--- src/rtl/scan_sel_ctrl_if.sv ---
// Purpose: request/grant bundle between requesters and the round-robin scan sequencer.
// Latency: none, wires only.
// Backpressure: none carried here; hold is the only stall and travels with req.
// Ports: req[7:0], hold (toward sequencer); sel[2:0], sel_en, grant_done, busy (from sequencer).
interface scan_sel_ctrl_if;
  logic [7:0] req;
  logic       hold;
  logic [2:0] sel;
  logic       sel_en;
  logic       grant_done;
  logic       busy;

  // master drives the requests, slave is the sequencer
  modport master (
    output req, hold,
    input  sel, sel_en, grant_done, busy
  );

  modport slave (
    input  req, hold,
    output sel, sel_en, grant_done, busy
  );
endinterface

--- src/rtl/scan_sel_ctrl.sv ---
// Purpose: round-robin scan sequencer driving index/enable into a 3-to-8 enabled decoder.
// Latency: 1 cycle from req to sel_en; each grant lasts DWELL cycles, then GAP dead cycles.
// Backpressure: hold freezes the dwell/gap counters and blocks new grants; no req ack.
// Ports: clk, rst (sync, active-high); bus.slave carries req[7:0], hold in and
//        sel[2:0], sel_en, grant_done (1-cycle pulse after a grant), busy out.
module scan_sel_ctrl #(
  parameter int unsigned DWELL = 4,
  parameter int unsigned GAP   = 1
) (
  input  logic          clk,
  input  logic          rst,
  scan_sel_ctrl_if.slave bus
);

  localparam logic [7:0] DWELL_LD = 8'(DWELL - 1);
  // GAP_LD is only used when HAS_GAP is set, so the GAP=0 wrap is harmless
  localparam logic [7:0] GAP_LD   = 8'(GAP - 1);
  localparam bit         HAS_GAP  = (GAP != 0);

  typedef enum logic [1:0] {
    IDLE   = 2'd0,
    ACTIVE = 2'd1,
    GAP_ST = 2'd2
  } state_t;

  state_t     state;
  logic [7:0] cnt;
  logic [2:0] ptr;
  logic [2:0] sel_q;
  logic       sel_en_q;
  logic       grant_done_q;
  logic       busy_q;

  logic       found;
  logic [2:0] win;

  // First set request at or after ptr, modulo 8. Walking the offsets from
  // high to low lets the smallest offset overwrite the others.
  always_comb begin
    found = 1'b0;
    win   = ptr;
    for (int i = 7; i >= 0; i--) begin
      if (bus.req[ptr + 3'(i)]) begin
        found = 1'b1;
        win   = ptr + 3'(i);
      end
    end
  end

  always_ff @(posedge clk) begin
    if (rst) begin
      state        <= IDLE;
      cnt          <= 8'd0;
      ptr          <= 3'd0;
      sel_q        <= 3'd0;
      sel_en_q     <= 1'b0;
      grant_done_q <= 1'b0;
      busy_q       <= 1'b0;
    end else begin
      grant_done_q <= 1'b0;
      case (state)
        IDLE: begin
          if (found && !bus.hold) begin
            sel_q    <= win;
            sel_en_q <= 1'b1;
            cnt      <= DWELL_LD;
            ptr      <= win + 3'd1;
            state    <= ACTIVE;
            busy_q   <= 1'b1;
          end
        end

        ACTIVE: begin
          if (!bus.hold) begin
            if (cnt != 8'd0) begin
              cnt <= cnt - 8'd1;
            end else begin
              grant_done_q <= 1'b1;
              if (HAS_GAP) begin
                sel_en_q <= 1'b0;
                cnt      <= GAP_LD;
                state    <= GAP_ST;
              end else if (found) begin
                // back-to-back grant: sel_en stays high, only sel moves
                sel_q <= win;
                ptr   <= win + 3'd1;
                cnt   <= DWELL_LD;
              end else begin
                sel_en_q <= 1'b0;
                state    <= IDLE;
                busy_q   <= 1'b0;
              end
            end
          end
        end

        GAP_ST: begin
          if (!bus.hold) begin
            if (cnt != 8'd0) begin
              cnt <= cnt - 8'd1;
            end else if (found) begin
              sel_q    <= win;
              sel_en_q <= 1'b1;
              cnt      <= DWELL_LD;
              ptr      <= win + 3'd1;
              state    <= ACTIVE;
            end else begin
              state  <= IDLE;
              busy_q <= 1'b0;
            end
          end
        end

        default: begin
          state    <= IDLE;
          sel_en_q <= 1'b0;
          busy_q   <= 1'b0;
        end
      endcase
    end
  end

  assign bus.sel        = sel_q;
  assign bus.sel_en     = sel_en_q;
  assign bus.grant_done = grant_done_q;
  assign bus.busy       = busy_q;

endmodule

--- src/flat_wrapper.sv ---
// flat-port wrapper written by rule: the top's interface ports become plain ports
module scan_sel_ctrl_flat 
#(
  parameter int unsigned DWELL = 4,
  parameter int unsigned GAP   = 1
)
  (clk, rst, bus_req, bus_hold, bus_sel, bus_sel_en, bus_grant_done, bus_busy);
  scan_sel_ctrl_if bus_i ();
  input  logic clk;
  input  logic rst;
  input wire logic [$bits(bus_i.req)-1:0] bus_req;
  input wire logic [$bits(bus_i.hold)-1:0] bus_hold;
  output wire logic [$bits(bus_i.sel)-1:0] bus_sel;
  output wire logic [$bits(bus_i.sel_en)-1:0] bus_sel_en;
  output wire logic [$bits(bus_i.grant_done)-1:0] bus_grant_done;
  output wire logic [$bits(bus_i.busy)-1:0] bus_busy;
  assign bus_i.req = bus_req;
  assign bus_i.hold = bus_hold;
  assign bus_sel = bus_i.sel;
  assign bus_sel_en = bus_i.sel_en;
  assign bus_grant_done = bus_i.grant_done;
  assign bus_busy = bus_i.busy;
  scan_sel_ctrl #(.DWELL(DWELL), .GAP(GAP)) u_core (.clk(clk), .rst(rst), .bus(bus_i));
endmodule
--- config.mk ---
export PLATFORM = sky130hd
export DESIGN_NAME = scan_sel_ctrl_flat
export DESIGN_NICKNAME = d
export VERILOG_FILES = /design/src/rtl/scan_sel_ctrl_if.sv /design/src/rtl/scan_sel_ctrl.sv /design/src/flat_wrapper.sv
export SDC_FILE = /design/constraint.sdc
export NUM_CORES = 1
export LEC_CHECK = 0
export BUFFER_PORTS_ARGS = -buffer_cell sky130_fd_sc_hd__buf_2
export CELL_PAD_IN_SITES_DETAIL_PLACEMENT = 2
export CELL_PAD_IN_SITES_GLOBAL_PLACEMENT = 2
export CORE_ASPECT_RATIO = 1.1
export CORE_MARGIN = 2
export CORE_UTILIZATION = 39
export CTS_BUF_LIST = sky130_fd_sc_hd__clkbuf_16
export DETAILED_ROUTE_END_ITERATION = 10
export PLACE_DENSITY_LB_ADDON = 0.3
export SYNTH_ARGS = -nofsm -noshare
export SYNTH_HDL_FRONTEND = slang
export SYNTH_SLANG_ARGS = --single-unit
--- constraint.sdc ---
create_clock -name clk -period 9.09 [get_ports clk]
set_input_delay 0.909 -clock clk [delete_from_list [all_inputs] [get_ports clk]]
set_output_delay 0.909 -clock clk [all_outputs]
set_load 0.005 [all_outputs]
==> results of run 1 <==
## layer usage
| metal | track usage (%) | vias to the layer above | share of wire, % |
|---|---|---|---|
| li1 | - | 865 | - |
| met4 | 4.906 | 0 | 1.3 |
| met3 | 2.727 | 8 | 1.7 |
| met5 | 0 | - | 0 |
| met2 | 45.05 | 27 | 57 |
| met1 | 26.47 | 933 | 41 |
## state kept, by name (all words and copies together), names as in the netlist
name                   flops
u_core.cnt                 8
u_core.ptr                 3
u_core.state               2
u_core.bus.grant_done      1
u_core.bus.busy            1
u_core.bus.sel_en          1
u_core.bus.sel             3
## worst paths after layout
kind,start,to,slack [ns]
max,u_core.ptr[0]$_SDFFE_PP0P_,u_core.ptr[2]$_SDFFE_PP0P_,4.86
min reg2reg,u_core.cnt[6]$_SDFFE_PP0P_,u_core.cnt[6]$_SDFFE_PP0P_,0.48
max reg2reg,u_core.ptr[0]$_SDFFE_PP0P_,u_core.ptr[2]$_SDFFE_PP0P_,4.86
min,u_core.cnt[6]$_SDFFE_PP0P_,u_core.cnt[6]$_SDFFE_PP0P_,0.48
## tightest hold or removal path, delay by kind of cell (launching register included)
family	cells	cell delay, ns
AOI/OAI and AO/OA	2	0.13
DFF	1	0.31
## where the power goes
| group | total, mW | internal [mW] | switching (mW) |
|---|---|---|---|
| Sequential | 0.155 | 0.109 | 0.0452 |
| Combinational | 0.697 | 0.291 | 0.406 |
| Clock | 0.0928 | 0.0590 | 0.0337 |
| Total | 0.944 | 0.460 | 0.484 |
## metrics by stage
stage	power [mW]	worst slack [ns]	cell area [um2]	utilization [%]
2_1_floorplan	0.6963	5.594	1911	-
3_3_place_gp	0.8116	5.060	2002	42.74
3_5_place_dp	0.8485	4.812	2002	42.74
4_1_cts	0.9525	4.833	2082	44.44
5_1_grt	1.033	4.523	2082	44.44
6_report	0.9440	4.863	2082	44.44
## synthesized netlist by cell type, drive strengths merged, types with 3 or more instances
cell / count
a21oi: 28
a211oi: 4
nand2: 11
xnor2: 5
nor2b: 3
ha: 9
o211ai: 3
nor2: 21
nand4: 5
nor3: 6
nand3: 6
clkbuf: 4
a21o: 5
buf: 6
o21ai: 13
inv: 14
dfxtp: 19
mux4: 10
mux2i: 13
mux2: 3
## cells by family (layout without fill, tap and decap cells)
| logic type | Yosys count | in the layout | share of synthesized area [%] |
|---|---|---|---|
| AO/OA/AOI/OAI | 74 | 74 | 26.72 |
| flip-flops | 19 | 19 | 19.91 |
| AND/OR/NAND/NOR | 64 | 64 | 17.35 |
| XOR/XNOR | 5 | 5 | 2.685 |
| buffers and inverters | 25 | 35 | 6.024 |
| multiplexers | 26 | 26 | 21.41 |
| adder cells (fa/ha/maj) | 9 | 9 | 5.894 |
## layout make-up
class	instances	area share, %
inverters	15	2.704
multi-input cells	178	67.97
repair buffers	16	3.846
flip-flops and latches	19	18.27
well taps	56	3.365
clock buffers	3	3.606
clock inverters	1	0.2404
==> impl_results.md, run 1 <==
* Outcome: completed
* Clock tree buffer depth at 2
* Layout cells sized above 1 at between 15 and 20%
* DRT Pass-1 Iters at 4
* Remaining DRCs at 0
* CTS tree: built
* Grt total ovfl at 0
* Most common cell after layout, fill and taps aside: a21oi_1
* Post-CTS setup buffer count at 0
* Die Span X at 70.74 um
* Root Buffer: clkbuf_16
* Netlist cell types at 58
* Synth Register Bits at 19
* Vias/cell at 6.365
* Leakage at about 0.77 nW
* Critical path depth in cells at 13
* Max VDD drop at 0.1531 mV
* Max FO, Critical Path at 15
* Post-synth EDFFs at 0
* CTS Sinks at 19
* Area occupied by registers at between 300 and 400 um2
* Reg2Reg Depth at 13
* Req. time, crit path at ~9.3 ns
* CP Launch Type: flop
* Nature of the critical path endpoint: flop
* Hold-fix buffers, CTS at 0
* Power Dens Cells at 453.4 nW/um2
* Top cells by area, synth: dfxtp_1 20%, mux4_2 12%, a21oi_1 7.1%
* Num ports at 17
* Critical path's slowest cell: dfxtp_1
* Least-Margin Pin Slew at 0.7468 ns
* Total CTS buffers at 3
* Worst-path clk slew at around 0.06 ns
* Final setup fails at 0
* Final Max Slew Viols at 0
* WL/cell at approximately 20 um
* Worst path arrival time at 4.39 ns
* Via count at approximately 1800
* Worst hold slack at ~0.48 ns
* Fillers at 549
* Gr usage total at 23.11%
* Cell Count, Final, Fillers Out at 288
* Buf/Inv on CP at 1
* Core Box Area at 4684 um2
* Count of final hold-check violations at 0
* Worst hold stages at 2
* Die Ht at 77.41 um
* Die area at between 5000 and 6000 um2
* Antenna Violating Nets Remaining at 0
* Area Growth Syn to Fin at 8.972%
* HPWL after DPL at 4568 um
* Tmin final at 4.227 ns
* Share of the synthesized area in the top cell type at 19.91%
* Number of diodes at 0
* Area of the multi-input gates at between 1000 and 1500 um2
* Post-synth net total at about 240
* Placed cell count at around 280
* Hold/Removal Path Class: reg -> reg
* Largest net degree at the start of global routing at 24
* Initial Utilization at between 40% and 50%
* Post-Synthesis Cell Area at approximately 1900 um2
* Post-CTS Resized at 0
* Depth of the CTS H-tree at 1
* Initial DRC count at 90
* Setup TNS at 0 ns
* Row cnt at 26
* Kind of critical path: reg -> reg
* Max Freq at ~240 MHz
* Buffers on Ports at 16
* MaxCap Viol Count at 0
* CP Cell Sequence: inv_1 -> ha_1 -> mux4_2 -> mux2_2 -> a21o_1 -> a21o_1 -> a211o_1 -> o211ai_1 -> o21a_1 -> ha_1 -> nor4b_1 -> mux2i_1 -> o31ai_1
* DRT Wirelength at roughly 5900 um
* First-pass GRT wire length at 10150 um
* Final worst path period share at 46.51%
* Critical path's top delay family: multiplexers
* Latest clock arrival within the worst-skew pair at 0.25 ns
* Vias in the first global route at 2029
* Asr flop ratio synth at 0%
* Commonest non-fill, non-tap cells in the layout: 27 x a21oi_1, 20 x nor2_1, 19 x dfxtp_1, 16 x buf_2, 14 x inv_1
* Nets at 253
* Syn avg cell area at 8.606 um2
* Register area share after synthesis at 19.91%
* Initial antenna violation count at 0
* Rel. slew slack at 49.75%
* Max incr delay on CP at around 0.73 ns
* Placer Congestion at 0.8343
* Cells after synthesis at 222
* RSZ-0062 raised after global routing: no
* Max Clock Skew at 0.006872 ns
* Leading area contributor after synthesis: dfxtp_1
* Yosys warning count at 0
* Top FF cell, synth: dfxtp_1
No activity file was read; power rests on OpenSTA's default activity.
==> run 2: changes to the inputs <==
--- a/config.mk
+++ b/config.mk
@@ -10,7 +10,7 @@
 export CELL_PAD_IN_SITES_GLOBAL_PLACEMENT = 2
 export CORE_ASPECT_RATIO = 1.1
 export CORE_MARGIN = 2
-export CORE_UTILIZATION = 39
+export CORE_UTILIZATION = 37
 export CTS_BUF_LIST = sky130_fd_sc_hd__clkbuf_16
 export DETAILED_ROUTE_END_ITERATION = 10
 export PLACE_DENSITY_LB_ADDON = 0.3
==> constraint.sdc (replaced) <==
create_clock -name clk -period 4.4 [get_ports clk]
set_input_delay 0.44 -clock clk [delete_from_list [all_inputs] [get_ports clk]]
set_output_delay 0.44 -clock clk [all_outputs]
set_load 0.005 [all_outputs]
==> impl_results.md, run 2 (synthesis gave the netlist of run 1 again) <==
* Worst-path clk slew at 0.06 ns (about the same)
* Initial antenna violation count at 0 (unchanged)
* Outcome: completed
* Total CTS buffers at 3 (unchanged)
* Max Clock Skew at 0.002943 ns (-0.003928 ns)
* Grt total ovfl at 0 (unchanged)
* Count of final hold-check violations at 0 (unchanged)
* Placer Congestion at 0.8196 (-1.8%)
* Max Freq at 275.5 MHz (+16%)
* Clock tree buffer depth at 2 (unchanged)
* Num ports at 17 (unchanged)
* Area of the multi-input gates at 1415 um2 (unchanged)
* Largest net degree at the start of global routing at 24 (unchanged)
* Hold-fix buffers, CTS at 0 (unchanged)
* Final Max Slew Viols at 0 (unchanged)
* CP Cell Sequence: inv_1 -> ha_1 -> mux4_2 -> mux2_2 -> a21o_1 -> a21o_1 -> a211o_1 -> o211ai_1 -> o21a_1 -> ha_1 -> nor4b_1 -> mux2i_1 -> o31ai_1
* Critical path's top delay family: multiplexers
* Critical path depth in cells at 13 (unchanged)
* Depth of the CTS H-tree at 1 (unchanged)
* Tmin final at 3.630 ns (-0.5978 ns)
* Max FO, Critical Path at 15 (unchanged)
* Least-Margin Pin Slew at 0.8117 ns (+0.06492 ns)
* RSZ-0062 raised after global routing: no
* Post-CTS setup buffer count at 0 (unchanged)
* Initial DRC count at 110 (+22%)
* CP Launch Type: flop
* R2R Path Start: u_core.ptr[1]$_SDFFE_PP0P_
* Root Buffer: clkbuf_16
* Remaining DRCs at 0 (unchanged)
* Die Ht at 79.37 um (+2.5%)
* CTS Sinks at 19 (unchanged)
* Initial Utilization at 38.21% (-2.6 points)
* Critical path's slowest cell: ha_1
* Core Box Area at 5000 um2 (+6.7%)
* Largest Register: u_core.cnt
* Setup TNS at 0 ns (unchanged)
* Max incr delay on CP at 0.70 ns (-0.03 ns)
* Reg2Reg Depth at 13 (unchanged)
* MaxCap Viol Count at 0 (unchanged)
* Max VDD drop at 0.3526 mV (+130%)
* Worst path arrival time at 3.79 ns (-0.60 ns)
* Most common cell after layout, fill and taps aside: a21oi_1
* Crit path to: u_core.ptr[2]$_SDFFE_PP0P_
* Leakage at 0.7851 nW (+2.2%)
* Number of diodes at 0 (unchanged)
* Power Dens Cells at 916.3 nW/um2 (+100%)
* Post-CTS Resized at 0 (unchanged)
* Vias/cell at 6.031 (-5.2%)
* WL/cell at 19.15 um (-5.7%)
* Kind of critical path: reg -> reg
* First-pass GRT wire length at 9722 um (-4.2%)
* Layout cells sized above 1 at 20.43% (+0.60 points)
* Worst hold start: bus_hold
* Latest clock arrival within the worst-skew pair at 0.25 ns (about the same)
* Buf/Inv on CP at 1 (unchanged)
* Nature of the critical path endpoint: flop
* Crit path from: u_core.ptr[1]$_SDFFE_PP0P_
* Antenna Violating Nets Remaining at 0 (unchanged)
* Die area at 5755 um2 (+5.1%)
* Final core occ at 42.12% (-2.3 points)
* Rel. slew slack at 45.39% (-4.4 points)
* Via count at 1767 (-3.6%)
* Final worst path period share at 82.49% (+36 points)
* Area occupied by registers at 380.4 um2 (unchanged)
* HPWL after DPL at 4385 um (-4.0%)
* DRT Pass-1 Iters at 4 (unchanged)
* Max reg flops at 8 (unchanged)
* Commonest non-fill, non-tap cells in the layout: 27 x a21oi_1, 20 x nor2_1, 19 x dfxtp_1, 16 x buf_2, 15 x inv_1
* DRT Wirelength at 5612 um (-4.1%)
* Nets at 256 (+1.2%)
* Buffers on Ports at 16 (unchanged)
* Area Growth Syn to Fin at 10.22%
* Req. time, crit path at 4.56 ns (-4.69 ns)
* CTS tree: built
* Gr usage total at 21.13% (-2.0 points)
* Worst R2R End: u_core.ptr[2]$_SDFFE_PP0P_
* Reg2reg setup slack at 0.77 ns (-4.09 ns)
* Row cnt at 27 (+3.8%)
* Vias in the first global route at 1952 (-3.8%)
* Final setup fails at 0 (unchanged)
* Die Span X at 72.52 um (+2.5%)
* Fillers at 577 (+5.1%)
* Hold/Removal Path Class: in -> reg
[run 2: metal layers]
metal / wire length (um) / track usage (%) / vias to the layer above
met5: 0 / 0 / -
met4: 39 / 3.333 / 0
met3: 46 / 1.650 / 4
met2: 3112 / 42.20 / 9
met1: 2414 / 24.32 / 888
li1: - / - / 866
[run 2: where the power goes]
part           switching, mW  internal [mW]  total, mW
registers             0.0578          0.226      0.284
clock network         0.0643          0.121      0.185
logic                  0.843          0.617       1.46
[run 2: through the flow]
step,cells,instance area (um2),setup WS (ns),hold slack [ns],power [mW]
after floorplan,222,1911,0.9039,0.4548,1.438
after global placement,289,2027,0.9123,0.4775,1.709
after detailed placement,289,2027,0.7773,0.4959,1.756
after CTS,293,2106,0.7583,0.4628,1.946
after global routing,293,2106,0.5297,0.4804,2.114
final,293,2106,0.7704,0.4717,1.929
[run 2: cell type report]
| type | instances | area share, % |
|---|---|---|
| Tap cell | 58 | 3.446 |
| Clock buffer | 3 | 3.565 |
| Multi-Input combinational cell | 178 | 67.20 |
| Timing Repair Buffer | 19 | 4.872 |
| Clock inverter | 1 | 0.1783 |
| Sequential cell | 19 | 18.06 |
| Inverter | 15 | 2.674 |
[run 2: how the worst min path moves through the flow]
stage | to | slack [ns] | depth (start not counted)
2_1_floorplan | u_core.cnt[6]$_SDFFE_PP0P_ | 0.45 | 2
3_3_place_gp | u_core.cnt[6]$_SDFFE_PP0P_ | 0.48 | 2
3_5_place_dp | u_core.cnt[5]$_SDFFE_PP0P_ | 0.50 | 2
4_1_cts | u_core.bus.grant_done$_SDFF_PP0_ | 0.46 | 2
5_1_grt | u_core.bus.grant_done$_SDFF_PP0_ | 0.48 | 2
6_report | u_core.bus.grant_done$_SDFF_PP0_ | 0.47 | 2
==> run 3: changes to the inputs <==
--- a/config.mk
+++ b/config.mk
@@ -10,7 +10,7 @@
 export CELL_PAD_IN_SITES_GLOBAL_PLACEMENT = 2
 export CORE_ASPECT_RATIO = 1.1
 export CORE_MARGIN = 2
-export CORE_UTILIZATION = 37
+export CORE_UTILIZATION = 33
 export CTS_BUF_LIST = sky130_fd_sc_hd__clkbuf_16
 export DETAILED_ROUTE_END_ITERATION = 10
 export PLACE_DENSITY_LB_ADDON = 0.3
==> constraint.sdc (replaced) <==
create_clock -name clk -period 3.1 [get_ports clk]
set_input_delay 0.31 -clock clk [delete_from_list [all_inputs] [get_ports clk]]
set_output_delay 0.31 -clock clk [all_outputs]
set_load 0.005 [all_outputs]
==> impl_results.md, run 3 (synthesis gave the netlist of run 1 again) <==
* Depth of the CTS H-tree at 1 (unchanged)
* Total Power at 3.245 mW (+68%)
* Vias in the first global route at 2077 (+6.4%)
* Max incr delay on CP at 0.56 ns (-0.14 ns)
* Largest Register: u_core.cnt
* Die Span X at 76.55 um (+5.6%)
* MaxCap Viol Count at 0 (unchanged)
* CTS tree: built
* Met1 Resource Use GR at 24.09% (-0.23 points)
* Final setup fails at 0 (unchanged)
* NetSw at 1.567 mW (+62%)
* Worst-path clk slew at 0.05 ns (about the same)
* Reg2Reg Depth at 13 (unchanged)
* Critical path depth in cells at 13 (unchanged)
* Sw Share at 48.28% (-1.8 points)
* Layout cells sized above 1 at 31.62% (+11 points)
* Clock tree buffer depth at 2 (unchanged)
* Max FO, Critical Path at 6 (-9)
* Top cell by count, worst path: a21o_1
* Max VDD drop at 0.4406 mV (+25%)
* Placed cell count at 319 (+10%)
* Die area at 6415 um2 (+11%)
* Total CTS buffers at 3 (unchanged)
* RSZ-0062 raised after global routing: yes
* Latest clock arrival within the worst-skew pair at 0.25 ns (about the same)
* Buf/Inv on CP at 1 (unchanged)
* Critical path's slowest cell: mux4_2
* HPWL after DPL at 4684 um (+6.8%)
* Internal power at 1.678 mW (+74%)
* Worst setup margin at 0.03064 ns (-0.7397 ns)
* Final worst path period share at 99.01% (+17 points)
* Tmin final at 3.069 ns (-0.5603 ns)
* Root Buffer: clkbuf_16
* Most common cell after layout, fill and taps aside: a21oi_1
* Initial Utilization at 33.54% (-4.7 points)
* CTS Sinks at 19 (unchanged)
* Initial antenna violation count at 0 (unchanged)
* Leakage at 0.8931 nW (+14%)
* Core Box Area at 5697 um2 (+14%)
* Setup TNS at 0 ns (unchanged)
* Power Dens Cells at 1386 nW/um2 (+51%)
* Die Ht at 83.81 um (+5.6%)
* CP Launch Type: flop
* First-pass GRT wire length at 10630 um (+9.3%)
* Outcome: completed
* Largest net degree at the start of global routing at 24 (unchanged)
* Comb power frac at 80.0% (+4.3 points)
* DRT Wirelength at 6370 um (+14%)
* Final Max Slew Viols at 0 (unchanged)
* Kind of critical path: reg -> reg
* Max Clock Skew at 0.002224 ns (-0.0007196 ns)
* GR peak layer: met2
* Number of diodes at 0 (unchanged)
* Met3 GRT Util at 1.407% (-0.24 points)
* DRT Pass-1 Iters at 4 (unchanged)
* Hold/Removal Path Class: in -> reg
* Gr usage total at 20.46% (-0.67 points)
* WL/cell at 19.30 um (+0.78%)
* Buffers on Ports at 16 (unchanged)
* CP Cell Sequence: inv_4 -> ha_4 -> mux4_2 -> mux2_4 -> a21o_1 -> a21o_1 -> a211o_1 -> o211ai_1 -> o21a_1 -> ha_2 -> nor4b_4 -> mux2i_1 -> o31ai_1
* Antenna Violating Nets Remaining at 0 (unchanged)
* Commonest non-fill, non-tap cells in the layout: 27 x a21oi_1, 20 x nor2_1, 19 x buf_4, 17 x dfxtp_1, 16 x buf_2
* Placer Congestion at 0.8632 (+5.3%)
* Critical path's top delay family: multiplexers
* Via count at 1882 (+6.5%)
* Area Growth Syn to Fin at 22.53%
* Worst hold stages at 2 (unchanged)
* Least-Margin Pin Slew at 0.6842 ns (-0.1275 ns)
* Nets at 274 (+7.0%)
* Place WS at 0.01643 ns (-0.7608 ns)
* Grt total ovfl at 0 (unchanged)
* Num ports at 17 (unchanged)
* Max reg flops at 8 (unchanged)
* Cell Count, Final, Fillers Out at 330 (+13%)
* Count of final hold-check violations at 0 (unchanged)
* Nature of the critical path endpoint: flop
* Req. time, crit path at 3.26 ns (-1.30 ns)
* Rel. slew slack at 54.04% (+8.7 points)
* Flop pwr share at 12.1% (-2.6 points)
* Row cnt at 29 (+7.4%)
* Hold-fix buffers, CTS at 0 (unchanged)
* Remaining DRCs at 0 (unchanged)
* Worst path arrival time at 3.23 ns (-0.56 ns)
* Initial DRC count at 76 (-31%)
* Met2 Usage GRT at 38.05% (-4.1 points)
* Vias/cell at 5.703 (-5.4%)
* Clock network power share at 7.9% (-1.7 points)
* Max Freq at 325.8 MHz (+18%)
[run 3: final cells by class]
cell class,instances,area [um2]
fill,663,3356
multi-input combinational,178,1485
sequential,19,382.9
timing repair buffer,37,239.0
tap,77,96.34
clock buffer,3,75.07
inverter,15,58.81
clock inverter,1,3.754
[run 3: routing by layer]
metal  vias to the layer above  wire length [um]
li1                        899                 -
met1                       949              2729
met2                        20              3366
met3                        14                53
met4                         0               221
met5                         -                 0
[run 3: worst paths after layout]
kind	from	endpoint	slack [ns]
worst max-delay path	u_core.ptr[1]$_SDFFE_PP0P_	u_core.ptr[2]$_SDFFE_PP0P_	0.03
worst min-delay path	bus_hold	u_core.bus.grant_done$_SDFF_PP0_	0.32
worst max register to register	u_core.ptr[1]$_SDFFE_PP0P_	u_core.ptr[2]$_SDFFE_PP0P_	0.03
worst min register to register	u_core.bus.sel_en$_SDFFE_PP0P_	u_core.bus.sel_en$_SDFFE_PP0P_	0.46
[run 3: power by group through the flow]
stage | sequential [mW] | clock (mW) | combinational, mW
6_report | 0.392 | 0.257 | 2.60
3_3_place_gp | 0.397 | 0 | 2.28
4_1_cts | 0.395 | 0.270 | 2.39
2_1_floorplan | 0.382 | 0 | 1.75
3_5_place_dp | 0.399 | 0 | 2.34
5_1_grt | 0.404 | 0.275 | 2.85
[run 3: through the flow]
stage	instance area (um2)	util, %	hold WS, ns
after floorplan	1961	-	0.3867
after global placement	2163	37.97	0.4497
after detailed placement	2163	37.97	0.4482
after CTS	2262	39.71	0.3227
after global routing	2341	41.09	0.3317
final	2341	41.09	0.3185
[run 3: worst reg2reg max path, delay by kind of cell (launching register included)]
kind / cells / cell delay (ns)
DFF: 1 / 0.34
adders and majority gates: 2 / 0.50
muxes: 3 / 0.96
buffers and inverters: 1 / 0.06
and+or+nand+nor: 1 / 0.18
AOI/OAI and AO/OA: 6 / 0.94
[run 3: repair_timing]
item | CTS | global route
buffers inserted | 1 | 6
endpoints found under the setup margin | 1 | 2
resized for setup | 2 | 7
pin swaps | 0 | 4
